[src/rtl/mfcc_streamer.sv]
// rtl/mfcc_streamer.sv - two-slot MFCC frame buffer streaming one coefficient per handshake
//
// Ports:
//   clk, rst_n        single clock, synchronous active-low reset
//   mfcc_done_i       one-cycle frame-complete pulse from the MFCC core
//   mfcc_data_i       NUM_COEFS*COEF_W coefficient vector, coef k at [k*COEF_W +: COEF_W]
//   coef_o            current streamed coefficient
//   coef_idx_o        index of coef_o within its frame
//   frame_id_o        tag of the frame being streamed
//   valid_o, ready_i  output word valid / downstream ready
//   first_o, last_o   flag coefficient 0 / coefficient NUM_COEFS-1
//   pending_o         number of buffered frames (0..2)
//   drop_cnt_o        saturating count of frames dropped on a full buffer
module mfcc_streamer #(
    parameter int NUM_COEFS = 13,
    parameter int COEF_W    = 16
) (
    input  logic                        clk,
    input  logic                        rst_n,
    input  logic                        mfcc_done_i,
    input  logic [NUM_COEFS*COEF_W-1:0] mfcc_data_i,
    output logic [COEF_W-1:0]           coef_o,
    output logic [3:0]                  coef_idx_o,
    output logic [7:0]                  frame_id_o,
    output logic                        valid_o,
    input  logic                        ready_i,
    output logic                        first_o,
    output logic                        last_o,
    output logic [1:0]                  pending_o,
    output logic [15:0]                 drop_cnt_o
);

    localparam logic [0:0] ST_IDLE   = 1'b0;
    localparam logic [0:0] ST_STREAM = 1'b1;
    localparam logic [3:0] LAST_IDX  = 4'(NUM_COEFS - 1);

    logic [NUM_COEFS*COEF_W-1:0] slot_data [2];
    logic [7:0]                  slot_tag  [2];

    logic [0:0]  state;
    logic [0:0]  state_next;
    logic        wr_ptr;
    logic        rd_ptr;
    logic [1:0]  count;
    logic [1:0]  count_next;
    logic [3:0]  idx;
    logic [7:0]  tag_cnt;
    logic [15:0] drop_cnt;

    logic        hs;
    logic        last_hs;
    logic        accept;
    logic        drop;
    logic [NUM_COEFS*COEF_W-1:0] cur_frame;

    assign valid_o = (state == ST_STREAM);
    assign hs      = valid_o && ready_i;
    assign last_hs = hs && (idx == LAST_IDX);

    // A full buffer still accepts when the final word of the read slot
    // leaves in the same cycle: the incoming frame lands in the freed slot.
    assign accept = mfcc_done_i && ((count != 2'd2) || last_hs);
    assign drop   = mfcc_done_i && (count == 2'd2) && !last_hs;

    always_comb begin
        count_next = count + {1'b0, accept} - {1'b0, last_hs};
        state_next = (count_next != 2'd0) ? ST_STREAM : ST_IDLE;
    end

    always_ff @(posedge clk) begin
        if (!rst_n) begin
            state    <= ST_IDLE;
            wr_ptr   <= 1'b0;
            rd_ptr   <= 1'b0;
            count    <= 2'd0;
            idx      <= 4'd0;
            tag_cnt  <= 8'd0;
            drop_cnt <= 16'd0;
        end else begin
            state <= state_next;
            count <= count_next;
            if (mfcc_done_i) begin
                tag_cnt <= tag_cnt + 8'd1;
            end
            if (accept) begin
                wr_ptr <= ~wr_ptr;
            end
            if (drop && (drop_cnt != 16'hFFFF)) begin
                drop_cnt <= drop_cnt + 16'd1;
            end
            if (hs) begin
                if (last_hs) begin
                    idx    <= 4'd0;
                    rd_ptr <= ~rd_ptr;
                end else begin
                    idx <= idx + 4'd1;
                end
            end
        end
    end

    // Slot storage needs no reset; the pointers and count decide what is live.
    always_ff @(posedge clk) begin
        if (rst_n && accept) begin
            slot_data[wr_ptr] <= mfcc_data_i;
            slot_tag[wr_ptr]  <= tag_cnt;
        end
    end

    assign cur_frame = slot_data[rd_ptr];

    // Outputs are forced to zero when nothing is valid so reset and idle read clean.
    always_comb begin
        coef_o     = '0;
        coef_idx_o = 4'd0;
        frame_id_o = 8'd0;
        first_o    = 1'b0;
        last_o     = 1'b0;
        if (valid_o) begin
            coef_o     = cur_frame[32'(idx)*COEF_W +: COEF_W];
            coef_idx_o = idx;
            frame_id_o = slot_tag[rd_ptr];
            first_o    = (idx == 4'd0);
            last_o     = (idx == LAST_IDX);
        end
    end

    assign pending_o  = count;
    assign drop_cnt_o = drop_cnt;

endmodule

[config.mk]
export PLATFORM = sky130hd
export DESIGN_NAME = mfcc_streamer
export DESIGN_NICKNAME = d
export VERILOG_FILES = /design/src/rtl/mfcc_streamer.sv
export SDC_FILE = /design/constraint.sdc
export NUM_CORES = 1
export LEC_CHECK = 0
export BUFFER_PORTS_ARGS = -buffer_cell sky130_fd_sc_hd__buf_4
export CORE_ASPECT_RATIO = 0.6
export CORE_MARGIN = 3
export CORE_UTILIZATION = 25
export DETAILED_ROUTE_END_ITERATION = 6
export PLACE_DENSITY = 0.4
export SLEW_MARGIN = 15
export SYNTH_ARGS = -nofsm -noshare
export SYNTH_HDL_FRONTEND = slang
export SYNTH_SLANG_ARGS = --single-unit
[constraint.sdc]
create_clock -name clk -period 41.5 [get_ports clk]
set_input_delay 12.45 -clock clk [delete_from_list [all_inputs] [get_ports clk]]
set_output_delay 12.45 -clock clk [all_outputs]
set_load 0.005 [all_outputs]
# Yosys cells after proc, flatten, opt, wreduce, memory -nomap -nowiden
# Memory sizes are Yosys's and may differ from the RTL's. A register that Yosys moved wholly into a read port is not among the register bits.
# Cells that the tools add are included.
[totals] ramBits=432 mem_count=2 output_inout_bits=49 reg_bits=33 word_cells=46
[classes] reduce_logical=12 addsub=5 mux=13 n_shift=1 n_bitwise=2 eq_ne=4
[mem_list] memory="slot_data" words=2 width=208 rd=1 rd_clocked_by_memory_dff=1 write_ports=1 line="37" source="logic [NUM_COEFS*COEF_W-1:0] slot_data [2];"
[mem_list] memory="slot_tag" words=2 width=8 rd=1 rd_clocked_by_memory_dff=1 write_ports=1 line="38" source="logic [7:0] slot_tag [2];"
[op_table] operator="208-bit by 9-bit indexed part select with 16-bit output" n=1
[op_table] operator="16-bit by 1-bit adder with 16-bit output, second input constant" n=1
[op_table] operator="16-bit two-way mux" n=1
[op_table] operator="16-bit != test, second input constant" n=1
[op_table] operator="1-bit two-way mux" n=9
[op_table] operator="8-bit by 1-bit adder with 8-bit output, second input constant" n=1
[op_table] operator="4-bit two-way mux" n=2
[op_table] operator="8-bit two-way mux" n=1
[op_table] operator="1-bit logical AND" n=7
[op_table] operator="4-bit by 1-bit adder with 4-bit output, second input constant" n=1
[op_table] operator="4-bit == test, second input constant" n=1
[op_table] operator="4-bit logical NOT" n=1
[op_table] operator="2-bit by 1-bit adder with 2-bit output" n=1
[op_table] operator="2-bit == test, second input constant" n=1
[op_table] operator="2-bit != test, second input constant" n=1
[op_table] operator="1-bit NOT" n=2
[op_table] operator="2-bit AND reduction" n=1
[op_table] operator="2-bit nonzero test" n=1
[op_table] operator="2-bit by 1-bit subtractor with 2-bit output" n=1
[op_table] operator="1-bit logical NOT" n=1
[op_table] operator="1-bit logical OR" n=1

# Depth between registers and ports, before layout
# Gate-level depths: netlist of run 1.
[depth] word_depth=8 ltp_mapped=14

# Least setup slack after synthesis of run 1
# OpenSTA, ideal clock, no wires.
[synth_timing] kind="input to register" startpoint="input ready_i" endpoint="memory slot_data[0][0] (netlist name) (enable)" arrival_ps=28599 n_path_buf=0 required_time_ps=40398 stages=4 setup_ps=1102 slack_ps=11799 cell_sequence="nand2_1 nor2_1 o21ai_0 nor3b_1"
[synth_via] elab_chain_len=7
[synth_lines] element="start, declared" line="26" source="input logic ready_i,"
[synth_lines] element="1-bit logical AND" line="57" source="assign hs = valid_o && ready_i;"
[synth_lines] element="1-bit logical AND" line="58" source="assign last_hs = hs && (idx == LAST_IDX);"
[synth_lines] element="1-bit logical OR" line="62" source="assign accept = mfcc_done_i && ((count != 2'd2) || last_hs);"
[synth_lines] element="1-bit logical AND" line="62"
[synth_lines] element="1-bit logical AND" line="104" source="if (rst_n && accept) begin"
[synth_lines] element="1-bit two-way mux" line="104"
[synth_lines] element="1-bit two-way mux (implied by the code)" line="105" source="slot_data[wr_ptr] <= mfcc_data_i;"
[synth_lines] element="end, declared" line="37"
# Every way passes these cells.

# Final worst setup path of run 1
[layout_timing] startpoint="register idx[0]" endpoint="output coef_o[9]"
[layout_via] elab_chain_len=2
[layout_lines] element="start, declared" line="46" source="logic [3:0] idx;"
[layout_lines] element="start signal, assigned" line="96" source="idx <= idx + 4'd1;"
[layout_lines] element="208-bit by 9-bit indexed part select with 16-bit output" line="120" source="coef_o = cur_frame[32'(idx)*COEF_W +: COEF_W];"
[layout_lines] element="16-bit two-way mux" line="119" source="if (valid_o) begin"
[layout_lines] element="end, declared" line="22" source="output logic [COEF_W-1:0] coef_o,"
# Every way passes these cells.

==> summary.md, run 1 <==
| Metric | Value |
|---|---|
| Initial DRC count | `536` |
| Critical path cell sequence | `nor2_1 -> nand3_1 -> o22ai_1 -> or2_1 -> buf_4` |
| Root Buffer | `clkbuf_16` |
| Worst Path Arrival | `3.93 ns` |
| Min-Delay Path Class | `reg2reg` |
| GR Util met1 | `16.88%` |
| TritonCTS clock tree | `done` |
| Tmin final | `16.38 ns` |
| Synthesized instance count | `931` |
| Fmax | `0.06104 GHz` |
| Seq/Total Area, Yosys | `74.86%` |
| Req. time, crit path | `29.05 ns` |
| Diode count | `0` |
| Internal power | `0.8328 mW` |
| Hold_buf cts | `0` |
| Post-Syn Nets | `1149` |
| Worst slack, placed | `25.48 ns` |
| Clk_skew | `0.03366 ns` |
| Worst slew pin tran | `1.122 ns` |
| Share of post-route cells with drive strength above 1 | `34.83%` |
| Gate power share | `7.9%` |
| Switch share | `22.29%` |
| Setup crit end kind | `output port` |
| Top FF cell, synth | `edfxtp_1` |
| Max Cap Viol | `0` |
| Final hold violations | `0` |
| Crit path max fanout | `34` |
| Final worst slack | `25.12 ns` |
| PwrDens | `46.84 nW/um2` |
| RSZ-0062 raised after global routing | `no` |
| DR vias | `9378` |
| Yosys reg bits | `466` |
| Reg clk slew, reported paths | `0.06 ns` |
| Slew Viols, Final | `0` |
| Placer Congestion | `0.7041` |
| WL final | `48030 um` |
| WS Path Type | `reg2out` |
| Sw Pwr | `0.2388 mW` |
| Die footprint | `76330 um2` |
| Fin Hold WS | `0.4750 ns` |
| R2R setup slack | `37.09 ns` |
| Vias in the first global route | `9903` |
| Critical path's largest stage delay | `0.98 ns` |
| Seq pwr share | `51.0%` |
| Synthesized area | `18240 um2` |
| Largest net degree at the start of global routing | `72` |
| Leak | `7.971 nW` |
| Grt total ovfl | `0` |
| Layer with the highest usage | `met2` |
| Post-CTS setup buffer count | `0` |
| Final setup violation count | `0` |
| DRC errors left | `0` |
| Fillers | `7055` |
| Skew-Pair Late Insertion Delay | `0.60 ns` |
| NumNets Final | `1427` |
| Synth area leaders | `edfxtp_1 (71%), mux4_2 (9.6%), mux2i_1 (6.0%)` |
| Bufs on Longest Clock Path | `3` |
| Die X | `354.7 um` |
| Fin Setup TNS | `0 ns` |
| Wire length per cell | `21.59 um` |
| Met2 Track Usage GR | `19.36%` |
| Resize count post-CTS | `0` |
| DR pass1 iterations | `5` |
| Initial antenna violation count | `9` |
| Core Box Area | `71980 um2` |
| Total number of yosys warnings | `0` |
| Starting Density | `25.34%` |
| CTS buffer count | `49` |
| Final HPWL DP | `31510 um` |
| Yosys top cell area share | `71.13%` |
| Tcrit/Tclk final | `39.47%` |
| Maximum vdd drop | `0.02660 mV` |
| # IOs | `261` |
| Final core occ | `31.78%` |
| EDFF count, synth | `432` |
| Vias per cell | `4.217` |
| Critical path's slowest cell | `nand3_1` |
| FFs w/ async S/R, synth | `0%` |
| Row Count | `76` |
| Detail Route Antenna Nets | `0` |
| Max H-tree Level | `2` |
| Area growth from synthesis to layout | `25.44%` |
| Sink Count | `466` |
| First-pass GRT wire length | `69200 um` |
| Outcome | `completed` |
| Met3 usage | `3.741%` |
| Port bufs | `260` |
| Max transition margin | `25.18%` |
| Clock power frac | `41.1%` |
| Yosys top cell by area | `edfxtp_1` |
| Avg Synthesized Cell Area | `19.59 um2` |
| Die H | `215.2 um` |
| Startpoint types | `flip-flop` |
| Post-synth cell types | `40` |
| Pwr Total | `1.072 mW` |
| Tot GR Track Use | `12.39%` |
## critical path, delay by kind of cell, from the launching register on
kind                   cells  cell delay, ns
and+or+nand+nor            3            1.96
DFF                        1            0.49
buffers and inverters      1            0.12
AOI/OAI and AO/OA          1            0.75
## power groups by stage
stage / Sequential [mW] / Combinational (mW) / Clock (mW)
finish: 0.547 / 0.0846 / 0.440
CTS: 0.547 / 0.0888 / 0.458
global route: 0.548 / 0.0933 / 0.478
global placement: 0.557 / 0.0880 / 0
detailed placement: 0.557 / 0.0885 / 0
floorplan: 0.562 / 0.0421 / 0
## metrics by stage
| step | cell area [um2] | cells |
|---|---|---|
| floorplan | 18240 | 931 |
| global placement | 21270 | 2133 |
| detailed placement | 21270 | 2133 |
| CTS | 22880 | 2224 |
| global route | 22880 | 2224 |
| finish | 22880 | 2224 |
## routing by layer
metal | routed length (um) | vias to the layer above
met4 | 923 | 16
met1 | 21830 | 4758
met5 | 111 | -
li1 | - | 4330
met2 | 22210 | 193
met3 | 2953 | 81
## Yosys cell counts (4+ instances only)
library cell	n
buf_4	6
and3_1	9
ha_1	6
nor2b_1	12
o22ai_1	29
nor2_1	6
nand4_1	13
mux4_2	78
xor2_1	11
dfxtp_1	34
a22oi_1	15
or2_1	13
nand2_1	32
clkbuf_1	22
nand2b_1	10
inv_1	4
nand3_1	8
xnor2_1	8
buf_6	7
o21ai_0	7
edfxtp_1	432
and2_1	24
buf_2	9
mux2i_1	109
## cell type report
type	instances	area, um2	area share, %
Clock inverter	26	206.4	0.9024
Timing Repair Buffer	274	2057	8.991
Multi-Input combinational cell	413	4313	18.85
Inverter	5	20.02	0.08751
Tap cell	975	1220	5.333
Sequential cell	466	13660	59.71
Clock buffer	65	1400	6.120
## state kept, by name, indices dropped and copies added (netlist names), named ones only
| register | cells |
|---|---|
| drop_cnt_o | 16 |
| idx | 4 |
| pending_o | 2 |
| rd_ptr | 1 |
| slot_data | 416 |
| slot_tag | 16 |
| tag_cnt | 8 |
| valid_o | 1 |
| wr_ptr | 1 |
## kinds of logic (layout without fill, tap and decap cells)
group / after synthesis / in the layout / share of synthesized area, %
flops: 466 / 466 / 74.86
fa+ha+maj: 6 / 6 / 0.4116
compound gates: 62 / 62 / 2.387
buf+inv: 52 / 370 / 1.544
simple gates: 139 / 139 / 4.267
xor+xnor: 19 / 19 / 0.9125
mux: 187 / 187 / 15.61
## worst paths after layout
check	endpoint	depth (start not counted)	start
min reg2reg	slot_tag[0][7]$_DFFE_PP_	0	tag_cnt[7]$_SDFFE_PN0P_
max reg2reg	slot_data[1][41]$_DFFE_PP_	7	valid_o$_SDFF_PN0_
max	coef_o[9]	5	idx[0]$_SDFFE_PN0P_
min	slot_tag[0][7]$_DFFE_PP_	0	tag_cnt[7]$_SDFFE_PN0P_
## layout by cell type, fill, tap and decap left out, types with 3 or more instances in the layout
cell type / count
nand4_1: 13
xnor2_1: 8
a21boi_0: 3
nor2_1: 6
o21a_1: 3
a22oi_1: 15
mux4_2: 78
and3_1: 8
clkinv_2: 11
nand2_1: 32
clkbuf_1: 8
dfxtp_1: 32
nand3_1: 8
or2_1: 13
ha_1: 6
inv_1: 4
and2_1: 24
clkbuf_8: 5
o21ai_0: 7
clkinv_1: 11
o22ai_1: 29
nand2b_1: 10
edfxtp_1: 432
clkbuf_16: 52
xor2_1: 11
mux2i_1: 109
buf_4: 274
nor2b_1: 12
bufinv_16: 3
Power figures use the tool's default switching activity.
==> inputs of run 2 (changes only) <==
==> constraint.sdc (replaced) <==
create_clock -name clk -period 16.2 [get_ports clk]
set_input_delay 4.86 -clock clk [delete_from_list [all_inputs] [get_ports clk]]
set_output_delay 4.86 -clock clk [all_outputs]
set_load 0.005 [all_outputs]
==> run 2 against run 1 <==
Effect of this change: total power rose to 2.5 times the previous value; combinational power increased to 2.5 times the previous value; final area is 0.15% lower; worst setup slack got worse by 18 ns; worst hold slack gained 0.0088 ns; utilization is essentially flat; count of clock-buffer cells in the layout is the same; routed wire length fell by 0.42%; register-to-register slack got worse by 26 ns; clock power grew to 2.5 times the previous value; sequential share of layout area rose by 0.088 points; largest power group unchanged; highest routed layer unchanged.
==> summary.md, run 2 (same netlist as run 1, synthesis figures left out) <==
| Metric | Value |
|---|---|
| Die footprint | `76330 um2 (unchanged)` |
| Vias per cell | `4.226 (+0.22%)` |
| Switch share | `22.15% (-0.13 points)` |
| Root Buffer | `clkbuf_16` |
| Top delay family on crit path | `buffers and inverters` |
| Gate power share | `7.9% (about the same)` |
| Worst slack, placed | `7.403 ns (-18.07 ns)` |
| Starting Density | `25.34% (unchanged)` |
| Final core occ | `31.73% (-0.047 points)` |
| Clk_skew | `0.02089 ns (-0.01277 ns)` |
| DR vias | `9394 (+0.17%)` |
| Core Box Area | `71980 um2 (unchanged)` |
| Share of post-route cells with drive strength above 1 | `34.48% (-0.35 points)` |
| Largest net degree at the start of global routing | `115 (+60%)` |
| Worst slew pin tran | `1.060 ns (-0.06186 ns)` |
| Final Cell Area | `22840 um2 (-0.15%)` |
| Startpoint types | `flip-flop` |
| Detail Route Antenna Nets | `0 (unchanged)` |
| Final hold violations | `0 (unchanged)` |
| Maximum vdd drop | `0.06817 mV (+160%)` |
| R2R setup slack | `11.17 ns (-25.92 ns)` |
| Critical path cell sequence | `buf_4 -> buf_4 -> mux4_2 -> mux2i_1 -> o22ai_1 -> or2_1 -> buf_4` |
| PwrDens | `118.9 nW/um2 (+150%)` |
| Worst hold path depth | `0 (unchanged)` |
| Crit path max fanout | `41 (+21%)` |
| Grt total ovfl | `0 (unchanged)` |
| RSZ-0062 raised after global routing | `no` |
| Slew Viols, Final | `0 (unchanged)` |
| Port bufs | `260 (unchanged)` |
| Leak | `7.935 nW (-0.46%)` |
| WL final | `47830 um (-0.42%)` |
| Wire length per cell | `21.51 um (-0.37%)` |
| Reg clk slew, reported paths | `0.06 ns (about the same)` |
| Internal power | `2.114 mW (+150%)` |
| Req. time, crit path | `11.34 ns (-17.71 ns)` |
| Fillers | `6985 (-0.99%)` |
| Max Cap Viol | `0 (unchanged)` |
| CTS buffer count | `49 (unchanged)` |
| Final HPWL DP | `30830 um (-2.2%)` |
| Tmin final | `9.252 ns` |
| Clock power frac | `40.5% (-0.6 points)` |
| Critical path's largest stage delay | `0.80 ns (-0.18 ns)` |
| Final setup violation count | `0 (unchanged)` |
| Min-Delay Path Class | `reg2reg` |
| Commonest non-fill, non-tap cell in the layout | `edfxtp_1` |
| Skew-Pair Late Insertion Delay | `0.59 ns (about the same)` |
| Number of flip-flops in the largest register | `416 (unchanged)` |
| Sw Pwr | `0.6017 mW (+150%)` |
| Max transition margin | `29.30% (+4.1 points)` |
| Tot GR Track Use | `12.40% (+0.017 points)` |
| Fin Setup TNS | `0 ns (unchanged)` |
| Initial antenna violation count | `6 (-3)` |
| DP Area | `21300 um2 (+0.12%)` |
| Hold_sp | `tag_cnt[7]$_SDFFE_PN0P_` |
| Hold_buf cts | `0 (unchanged)` |
| Seq pwr share | `51.6% (+0.6 points)` |
| Die X | `354.7 um (unchanged)` |
| Vias in the first global route | `10105 (+2.0%)` |
| Sink Count | `466 (unchanged)` |
| # IOs | `261 (unchanged)` |
| Final worst slack | `6.948 ns (-18.17 ns)` |
| Most frequent cells in the layout | `edfxtp_1 (432), buf_4 (274), mux2i_1 (109), mux4_2 (78), clkbuf_16 (50)` |
| Placer Congestion | `0.6876 (-2.3%)` |
| Resize count post-CTS | `0 (unchanged)` |
| WP buf/inv | `3 (+2)` |
| WS Path Type | `reg2out` |
| Hold EP | `slot_tag[1][7]$_DFFE_PP_` |
| Post-CTS setup buffer count | `0 (unchanged)` |
| Row Count | `76 (unchanged)` |
| Bufs on Longest Clock Path | `3 (unchanged)` |
| Critical R2R Capture | `slot_data[1][10]$_DFFE_PP_` |
| Initial DRC count | `430 (-20%)` |
| Top reg by flops | `slot_data` |
| DRC errors left | `0 (unchanged)` |
| Tcrit/Tclk final | `57.11%` |
| Pwr Total | `2.716 mW (+150%)` |
| FF-to-FF path depth | `10 (+3)` |
| Outcome | `completed` |
| DR pass1 iterations | `4 (-1)` |
| TritonCTS clock tree | `done` |
| Area growth from synthesis to layout | `25.25%` |
| Setup crit end kind | `output port` |
| Die H | `215.2 um (unchanged)` |
| Max H-tree Level | `2 (unchanged)` |
| Critical path's slowest cell | `buf_4` |
| Fmax | `0.1081 GHz` |
| Worst Path Arrival | `4.39 ns (+0.46 ns)` |
| Crit path top cell by count | `buf_4` |
| Worst r2r src | `idx[0]$_SDFFE_PN0P_` |
| NumNets Final | `1428 (+0.070%)` |
| First-pass GRT wire length | `69550 um (+0.50%)` |
==> run 2: area by class of cell <==
class	instances	area (um2)	area share [%]
inverters	5	20.02	0.08764
multi-input cells	413	4319	18.91
diodes	1	2.502	0.01095
clock inverters	23	226.5	0.9914
repair buffers	275	2077	9.092
flip-flops and latches	466	13660	59.80
well taps	975	1220	5.340
clock buffers	65	1318	5.768
==> run 2: through the flow <==
| stage | instances | hold slack, ns |
|---|---|---|
| 6_report | 2223 | 0.4838 |
| 3_5_place_dp | 2134 | 0.4652 |
| 5_1_grt | 2222 | 0.5041 |
| 4_1_cts | 2222 | 0.4801 |
| 2_1_floorplan | 931 | 0.4345 |
| 3_3_place_gp | 2134 | 0.4586 |
==> run 2: power groups by stage <==
stage / logic [mW] / registers (mW) / clock network, mW
after detailed placement: 0.223 / 1.43 / 0
after CTS: 0.223 / 1.40 / 1.15
final: 0.214 / 1.40 / 1.10
after global routing: 0.236 / 1.41 / 1.20
after floorplan: 0.108 / 1.43 / 0
after global placement: 0.222 / 1.43 / 0
==> run 2: how the worst max path moves through the flow <==
stage	start	to	slack, ns	cells after the start
final	flip-flop	coef_o[12]	6.95	7
after global routing	flip-flop	coef_o[12]	6.57	7
after CTS	flip-flop	coef_o[12]	6.74	7
after detailed placement	flip-flop	coef_o[12]	7.40	7
after global placement	flip-flop	coef_o[12]	7.31	7
after floorplan	ready_i	slot_data[0][0]$_DFFE_PP_	1.74	4
==> run 2: layer usage <==
metal,up-vias,GRT usage (%),part of all wire [%]
met5,-,0,0.13
met4,10,2.756,1.6
met3,70,4.183,7.3
met2,205,19.28,46
met1,4772,16.82,45
li1,4337,-,-
==> run 2: worst reg2reg max path, delay by kind of cell (launching register included) <==
kind / cells / cell delay, ns
buffers and inverters: 5 / 2.51
AND/OR/NAND/NOR: 3 / 0.93
flip-flops: 1 / 0.54
AO/OA/AOI/OAI: 1 / 0.30
adder cells (fa/ha/maj): 1 / 0.24
==> inputs of run 3 (changes only) <==
==> constraint.sdc (replaced) <==
create_clock -name clk -period 9 [get_ports clk]
set_input_delay 2.7 -clock clk [delete_from_list [all_inputs] [get_ports clk]]
set_output_delay 2.7 -clock clk [all_outputs]
set_load 0.005 [all_outputs]
==> run 3 against run 2 <==
Effect of this change: sequential share of layout area decreased by 0.36 points; worst setup slack got worse by 4.1 ns; utilization increased by 0.19 points; clock power increased by 94%; flip-flop and latch count unchanged; via count increased by 0.48%; die area unchanged; clock skew decreased by 0.0026 ns; sequential power increased by 81%; cell count decreased by 0.18%.
==> summary.md, run 3 (same netlist as run 1, synthesis figures left out) <==
| Metric | Value |
|---|---|
| Critical R2R Capture | `slot_data[0][132]$_DFFE_PP_` |
| Worst hold path depth | `0 (unchanged)` |
| Most frequent cells in the layout | `edfxtp_1 (432), buf_4 (269), mux2i_1 (109), mux4_2 (78), clkbuf_16 (49)` |
| Hold_buf cts | `0 (unchanged)` |
| Root Buffer | `clkbuf_16` |
| Post-CTS setup buffer count | `0 (unchanged)` |
| Crit path max fanout | `47 (+15%)` |
| NumNets Final | `1426 (-0.14%)` |
| Critical path cell sequence | `buf_4 -> mux4_2 -> mux2i_1 -> o22ai_1 -> or2_1 -> buf_4` |
| Worst Path Arrival | `3.44 ns (-0.95 ns)` |
| DRC errors left | `0 (unchanged)` |
| First-pass GRT wire length | `69530 um (about the same)` |
| Placer Congestion | `0.7125 (+3.6%)` |
| FF-to-FF path depth | `5 (-5)` |
| Worst slack, placed | `3.050 ns (-4.353 ns)` |
| Bufs on Longest Clock Path | `3 (unchanged)` |
| Core Box Area | `71980 um2 (unchanged)` |
| Critical path's largest stage delay | `0.85 ns (+0.05 ns)` |
| Top reg by flops | `slot_data` |
| Skew-Pair Late Insertion Delay | `0.60 ns (about the same)` |
| Commonest non-fill, non-tap cell in the layout | `edfxtp_1` |
| WL final | `47570 um (-0.54%)` |
| Largest net degree at the start of global routing | `137 (+19%)` |
| Slew Viols, Final | `0 (unchanged)` |
| Share of post-route cells with drive strength above 1 | `34.92% (+0.43 points)` |
| Top delay family on crit path | `flip-flops` |
| Row Count | `76 (unchanged)` |
| Die H | `215.2 um (unchanged)` |
| Final worst slack | `2.862 ns (-4.085 ns)` |
| Req. time, crit path | `6.30 ns (-5.04 ns)` |
| Maximum vdd drop | `0.1213 mV (+78%)` |
| RSZ-0062 raised after global routing | `no` |
| Max transition margin | `22.52% (-6.8 points)` |
| Leak | `7.990 nW (+0.69%)` |
| Final HPWL DP | `30590 um (-0.79%)` |
| Port bufs | `260 (unchanged)` |
| Fin Setup TNS | `0 ns (unchanged)` |
| Sink Count | `466 (unchanged)` |
| Final setup violation count | `0 (unchanged)` |
| Area growth from synthesis to layout | `26.02%` |
| Fmax | `0.1629 GHz` |
| R2R setup slack | `5.36 ns (-5.81 ns)` |
| Min-Delay Path Class | `reg2reg` |
| Hold_sp | `tag_cnt[7]$_SDFFE_PN0P_` |
| Tcrit/Tclk final | `68.20%` |
| Crit path top cell by count | `buf_4` |
| Worst r2r src | `valid_o$_SDFF_PN0_` |
| Detail Route Antenna Nets | `0 (unchanged)` |
| TritonCTS clock tree | `done` |
| WS Path Type | `reg2out` |
| DR vias | `9439 (+0.48%)` |
| Grt total ovfl | `0 (unchanged)` |
| Initial DRC count | `463 (+7.7%)` |
| Number of flip-flops in the largest register | `416 (unchanged)` |
| Fillers | `7030 (+0.64%)` |
| Tot GR Track Use | `12.42% (+0.018 points)` |
| Setup crit end kind | `output port` |
| DR pass1 iterations | `4 (unchanged)` |
| Final Cell Area | `22980 um2 (+0.61%)` |
| Reg clk slew, reported paths | `0.06 ns (about the same)` |
| Die footprint | `76330 um2 (unchanged)` |
| Die X | `354.7 um (unchanged)` |
| Hold EP | `slot_tag[0][7]$_DFFE_PP_` |
| Starting Density | `25.34% (unchanged)` |
| # IOs | `261 (unchanged)` |
| CTS buffer count | `49 (unchanged)` |
| Max H-tree Level | `2 (unchanged)` |
| PwrDens | `219.0 nW/um2 (+84%)` |
| Clk_skew | `0.01827 ns (-0.002617 ns)` |
| WP buf/inv | `2 (-1)` |
| Outcome | `completed` |
| Startpoint types | `flip-flop` |
| Vias per cell | `4.254 (+0.66%)` |
| Final hold violations | `0 (unchanged)` |
| Wire length per cell | `21.44 um (-0.36%)` |
| DP Area | `21310 um2 (about the same)` |
| Initial antenna violation count | `11 (+5)` |
| Max Cap Viol | `0 (unchanged)` |
| Vias in the first global route | `10050 (-0.54%)` |
| Worst slew pin tran | `1.162 ns (+0.1017 ns)` |
| Tmin final | `6.138 ns` |
| Critical path's slowest cell | `dfxtp_4` |
| Resize count post-CTS | `0 (unchanged)` |
[run 3: changes by cell type in the layout (fill, tap and decap cells not counted), moves of 2 or more]
cell,previous run,this run
clkinv_2,8,5
buf_4,274,269
clkbuf_8,1,3
clkbuf_1,14,10
bufinv_16,4,9
buf_12,1,3
clkinv_1,8,6
inv_6,0,3
[run 3: worst register-to-register path: stages (launching register included)]
cell and delay, ns:
dfxtp_1 0.89, nand3_1 0.30, nor2_2 0.25, o21ai_2 0.15
nor3b_4 0.72, buf_4 0.83
[run 3: how the worst max path moves through the flow]
stage	startpoint	cells past startpoint	end	slack, ns
global placement	valid_o$_SDFF_PN0_	4	coef_o[2]	3.12
finish	idx[0]$_SDFFE_PN0P_	6	coef_o[10]	2.86
global route	idx[0]$_SDFFE_PN0P_	6	coef_o[2]	2.65
CTS	valid_o$_SDFF_PN0_	4	coef_o[2]	2.39
detailed placement	valid_o$_SDFF_PN0_	4	coef_o[2]	3.05
floorplan	ready_i	4	slot_data[0][0]$_DFFE_PP_	0.01
[run 3: metrics by stage]
stage	total power [mW]	utilization (%)	hold WS, ns	cells
final	5.034	31.93	0.4739	2219
after global routing	5.258	31.93	0.4994	2219
after CTS	5.136	31.90	0.4823	2217
after detailed placement	2.971	29.60	0.4675	2131
after global placement	2.966	29.60	0.4504	2131
after floorplan	2.759	-	0.4345	931
[run 3: area by class of cell]
type	instances	area [um2]	share of cell area, %
Clock inverter	24	355.3	1.546
Tap cell	975	1220	5.308
Multi-Input combinational cell	413	4325	18.82
Antenna cell	1	2.502	0.01089
Sequential cell	466	13660	59.44
Timing Repair Buffer	273	2095	9.113
Inverter	5	20.02	0.08710
Clock buffer	62	1305	5.678
[run 3: power by group]
group / internal (mW) / total [mW] / leakage, nW / switching (mW)
clock: 1.28 / 2.13 / 0.807 / 0.846
sequential: 2.48 / 2.53 / 4.25 / 0.0438
combinational: 0.182 / 0.381 / 2.93 / 0.199
total: 3.94 / 5.03 / 7.99 / 1.09
[run 3: layer usage]
layer	GRT usage [%]	part of all wire (%)
met4	2.950	1.8
met2	19.41	46
met5	0	0.20
met3	4.225	7.3
met1	16.65	45
